## src/rtl/euler_multi_accumulator.sv

```systemverilog
// rtl/euler_multi_accumulator.sv - multi-channel signed Euler accumulator with wrap/saturate,
// sticky overflow, per-channel step counters and a one-stage registered output slice.
module euler_multi_accumulator #(
  parameter int Size     = 16,
  parameter int Channels = 4,
  parameter int ChW      = 2,
  parameter int CntW     = 16,
  parameter int Saturate = 1
) (
  input  logic                     clk,
  input  logic                     rst_async_n,
  input  logic                     clr_all,
  input  logic                     in_valid,
  output logic                     in_ready,
  input  logic [ChW-1:0]           in_ch,
  input  logic                     in_load,
  input  logic [Size-1:0]          in_data,
  output logic                     out_valid,
  input  logic                     out_ready,
  output logic [ChW-1:0]           out_ch,
  output logic [Size-1:0]          out_data,
  output logic                     out_ovf,
  output logic [Channels-1:0]      ovf_sticky,
  output logic [Channels*CntW-1:0] step_cnt
);

  localparam logic [Size-1:0] MaxVal  = {1'b0, {(Size-1){1'b1}}};
  localparam logic [Size-1:0] MinVal  = {1'b1, {(Size-1){1'b0}}};
  localparam logic [ChW:0]    ChLimit = (ChW+1)'(Channels);

  logic [Channels-1:0][Size-1:0] acc_q, acc_d;
  logic [Channels-1:0][CntW-1:0] cnt_q, cnt_d;
  logic [Channels-1:0]           sticky_q, sticky_d;
  logic                          out_valid_q, out_valid_d;
  logic [ChW-1:0]                out_ch_q, out_ch_d;
  logic [Size-1:0]               out_data_q, out_data_d;
  logic                          out_ovf_q, out_ovf_d;

  logic            accept;
  logic            ch_ok;
  logic [Size-1:0] cur;
  logic [Size-1:0] sum;
  logic            add_ovf;
  logic [Size-1:0] result;
  logic            ovf;

  assign in_ready = !out_valid_q | out_ready;
  assign accept   = in_valid & in_ready;
  assign ch_ok    = {1'b0, in_ch} < ChLimit;

  // Operand read from the current register array, so back-to-back ops see the newest value.
  always_comb begin
    cur = '0;
    for (int i = 0; i < Channels; i++) begin
      if (in_ch == ChW'(i)) cur = acc_q[i];
    end
    sum     = cur + in_data;
    add_ovf = (cur[Size-1] == in_data[Size-1]) && (sum[Size-1] != cur[Size-1]);
    if (in_load) begin
      result = in_data;
      ovf    = 1'b0;
    end else if ((Saturate != 0) && add_ovf) begin
      result = in_data[Size-1] ? MinVal : MaxVal;
      ovf    = 1'b1;
    end else begin
      result = sum;
      ovf    = add_ovf;
    end
    if (!ch_ok) begin
      result = '0;
      ovf    = 1'b0;
    end
  end

  always_comb begin
    acc_d       = acc_q;
    cnt_d       = cnt_q;
    sticky_d    = sticky_q;
    out_valid_d = out_valid_q;
    out_ch_d    = out_ch_q;
    out_data_d  = out_data_q;
    out_ovf_d   = out_ovf_q;
    if (clr_all) begin
      acc_d       = '0;
      cnt_d       = '0;
      sticky_d    = '0;
      out_valid_d = 1'b0;
    end else if (accept) begin
      out_valid_d = 1'b1;
      out_ch_d    = in_ch;
      out_data_d  = result;
      out_ovf_d   = ovf;
      for (int i = 0; i < Channels; i++) begin
        if (in_ch == ChW'(i)) begin
          acc_d[i] = result;
          if (in_load) begin
            cnt_d[i]    = '0;
            sticky_d[i] = 1'b0;
          end else begin
            cnt_d[i]    = cnt_q[i] + CntW'(1);
            sticky_d[i] = sticky_q[i] | ovf;
          end
        end
      end
    end else if (out_ready) begin
      out_valid_d = 1'b0;
    end
  end

  always_ff @(posedge clk or negedge rst_async_n) begin
    if (!rst_async_n) begin
      acc_q       <= '0;
      cnt_q       <= '0;
      sticky_q    <= '0;
      out_valid_q <= 1'b0;
      out_ch_q    <= '0;
      out_data_q  <= '0;
      out_ovf_q   <= 1'b0;
    end else begin
      acc_q       <= acc_d;
      cnt_q       <= cnt_d;
      sticky_q    <= sticky_d;
      out_valid_q <= out_valid_d;
      out_ch_q    <= out_ch_d;
      out_data_q  <= out_data_d;
      out_ovf_q   <= out_ovf_d;
    end
  end

  assign out_valid  = out_valid_q;
  assign out_ch     = out_ch_q;
  assign out_data   = out_data_q;
  assign out_ovf    = out_ovf_q;
  assign ovf_sticky = sticky_q;
  assign step_cnt   = cnt_q;

endmodule

```

## config.mk

```make
export PLATFORM = sky130hd
export DESIGN_NAME = euler_multi_accumulator
export DESIGN_NICKNAME = d
export VERILOG_FILES = /design/src/rtl/euler_multi_accumulator.sv
export SDC_FILE = /design/constraint.sdc
export NUM_CORES = 1
export LEC_CHECK = 0
export CELL_PAD_IN_SITES_DETAIL_PLACEMENT = 0
export CELL_PAD_IN_SITES_GLOBAL_PLACEMENT = 1
export CORE_UTILIZATION = 42
export DETAILED_ROUTE_END_ITERATION = 10
export GPL_ROUTABILITY_DRIVEN = 1
export GPL_TIMING_DRIVEN = 0
export PLACE_DENSITY_LB_ADDON = 0.1
export SYNTH_ARGS = -nofsm -noshare
export SYNTH_HDL_FRONTEND = slang
export SYNTH_SLANG_ARGS = --single-unit
```

## constraint.sdc

```tcl
create_clock -name clk -period 4.8 [get_ports clk]
set_input_delay 0.96 -clock clk [delete_from_list [all_inputs] [get_ports clk]]
set_output_delay 0.96 -clock clk [all_outputs]
set_load 0.02 [all_outputs]
```

==> metrics.yaml <==
post-route-util: 0.557
critPathArrivalTime_ns: 5.00
synth_top_area_share: 0.476
status: "completed"
grt_usage: 0.259
crit_top_cell: "nor2_1"
total_power_w: 0.00341
firstDrtPassIters: 5
leakagePower_nw: 4.50
tightest_slew_ns: 1.05
yosysMostFrequentCell: "dfrtp_1"
routed_wl_mm: 24.5
cp-start-kind: "input pin"
drive_gt1_frac: 0.122
num_io_pins: 113
power_density_nw_per_um2: 328
dp_worst_setup_slack_ns: -1.52
ys_ff_latch: 152
maxCapViolations: 0
core_area_um2: 18700
ys_async_sr_fraction: 1.00
clkTransAtPathRegs_ns: 0.07
yosysSeqAreaShare: 0.476
ys_types: 65
dr.first_iter.drc_count: 527
hp-class: "in -> async"
core.rowCount: 50
antenna_found_initial: 0
cts-root-buf: "clkbuf_16"
postCtsHoldBufs: 0
final_nets: 1038
min_period_ns: 4.62
syn-mean-instance-area_um2: 9.48
crit_chain: "buf_4, buf_8, buf_12, mux4_2, ha_4, a21o_1, a221o_1, a21oi_1, o21ai_1, a31oi_1, nor2_1, a211oi_2, fa_1, or3_4, nor2_4, buf_6, a21o_4, nor2_1, nor3_1, a31o_2"
synth.area.top_cells: "dfrtp_1 48%, o21ai_0 5.5%, nor2_1 4.9%"
fmaxAchievable_mhz: 216
worst_path_largest_cell_delay_ns: 0.47
cts_tree: "yes"
globalRouteOverflowTotal: 0
worstPathMaxFanout: 7
drc: 0
synth_common_cells: "152 x dfrtp_1, 104 x nor2_1, 96 x nand2_1"
fin_crit_sh: 0.963
cp.required_ns: 5.17
viasPerCell: 5.71
place.gp.congestion: 0.871
syn_inst: 844
setup_violations: 0
cts.sinks: 152
syn_nets: 889
place_area_um2: 9510
finalClockSkew_ns: 0.0130
cts_max_path_buffers: 2
drv_slew: 0
synth.largest_area_cell: "dfrtp_1"
fillers: 1685
fin_area_um2: 10400
die-area_um2: 19600
clkLatencyLatePin_ns: 0.43
cts_htree_levels: 4
die_x_um: 140
crit_type: "in -> reg"
grt_max_degree: 113
grt_pass1_vias: 6847
start_util: 0.428
numPortBuffers: 109
antenna_cells: 0
ant_nets: 0
wl_per_cell_um: 19.8
yosysWarnings: 0
rsz0062_at_grt: "no"
synth_edf_count: 0
yosys_most_used_dff: "dfrtp_1"
synthesis.area_um2: 8000
die_y_um: 140
area_delta_synth_final_pct: 30.3
numCtsBuffers: 17
detailed_place_hpwl_mm: 16.9
vias: 7083
slew_headroom: 0.299
crit_path_end_kind: "flop"
grt_pass1_wl_mm: 38.6
peakVddDrop_uv: 246
setup_ws_ns: 0.177
slowest_stage: "fa_1"
final_hold_viol_count: 0
==> final cells by class <==
type | instances | area, um^2 | area share
multi-input cells | 640 | 4130 | 0.397
clock buffers | 17 | 425 | 0.0408
inverters | 13 | 48.8 | 0.00468
plain buffers | 38 | 220 | 0.0211
flip-flops and latches | 152 | 3800 | 0.365
repair buffers | 131 | 1280 | 0.123
clock inverters | 15 | 213 | 0.0204
well taps | 234 | 293 | 0.0281
==> cell families after synthesis <==
family / share of synthesized area
AO/OA/AOI/OAI: 0.177
XOR/XNOR: 0.0296
adder cells (fa/ha/maj): 0.0347
buffers and inverters: 0.0267
flip-flops: 0.476
multiplexers: 0.0555
AND/OR/NAND/NOR: 0.201
==> report_power, final <==
| group | switching (W) | internal, W | leakage, nW | total [W] |
|---|---|---|---|---|
| logic | 0.000333 | 0.000226 | 2.13 | 0.000559 |
| registers | 0.0000378 | 0.00134 | 2.07 | 0.00138 |
| clock network | 0.000592 | 0.000882 | 0.307 | 0.00147 |
==> per-stage QoR <==
step           hold slack [ns]  std cells  setup TNS (ns)
6_report                 0.406       1240               0
5_1_grt                  0.419       1240               0
4_1_cts                  0.409       1229               0
3_5_place_dp             0.455       1188         -106.44
3_3_place_gp             0.448       1187         -673.42
2_1_floorplan            0.445        844               0
==> per-layer routing <==
layer	GRT usage	part of all wire
met1	0.368	0.47
met2	0.402	0.46
met3	0.0499	0.054
met4	0.0804	0.016
met5	0	0
==> worst paths after layout <==
| check | startpoint | to | slack (ns) | cells past startpoint |
|---|---|---|---|---|
| hold / removal | rst_async_n | acc_q[8]$_DFFE_PN0P_ | 0.41 | 1 |
| min in group clk | out_data[12]$_DFFE_PN0P_ | out_data[12]$_DFFE_PN0P_ | 0.46 | 2 |
| hold reg to reg | out_data[12]$_DFFE_PN0P_ | out_data[12]$_DFFE_PN0P_ | 0.46 | 2 |
| setup / recovery | in_ch[1] | acc_q[45]$_DFFE_PN0P_ | 0.18 | 20 |
| max in group asynchronous | rst_async_n | ovf_sticky[1]$_DFFE_PN0P_ | 3.53 | 2 |
| setup reg to reg | acc_q[56]$_DFFE_PN0P_ | acc_q[45]$_DFFE_PN0P_ | 0.56 | 17 |
==> flip-flops by register name, indices dropped and copies added (netlist names) <==
| name | count |
|---|---|
| out_ovf | 1 |
| out_data | 16 |
| step_cnt | 64 |
| acc_q | 64 |
| out_valid | 1 |
| out_ch | 2 |
| ovf_sticky | 4 |
==> worst max-delay path: cells and delay by family <==
kind	cells	cell delay, ns
muxes	1	0.32
buffers and inverters	4	0.56
AOI/OAI and AO/OA	8	1.44
adders and majority gates	2	0.73
and+or+nand+nor	5	0.97
==> cell usage in the layout (no fill, tap or decap), types with 7 or more instances in the layout <==
master,instances
nand2_1,96
inv_1,12
dfrtp_1,152
nand3b_1,15
ha_1,15
xor2_1,14
nor2_1,104
buf_4,21
o21ai_0,86
and3_1,23
mux4_2,16
a31oi_1,8
a21oi_1,55
or3_1,8
nand3_1,31
xnor2_1,13
a22o_1,12
clkbuf_16,17
a211oi_2,9
clkbuf_1,31
nor3_1,19
a21o_1,8
nand2b_1,7
clkdlybuf4s50_1,107
==> what timing repair did <==
action                     in CTS  in global routing
setup endpoints to repair      83                 76
resized for setup              24                 13
pin swaps                       6                  8
setup buffers                   9                 12
Power figures use the tool's default switching activity.
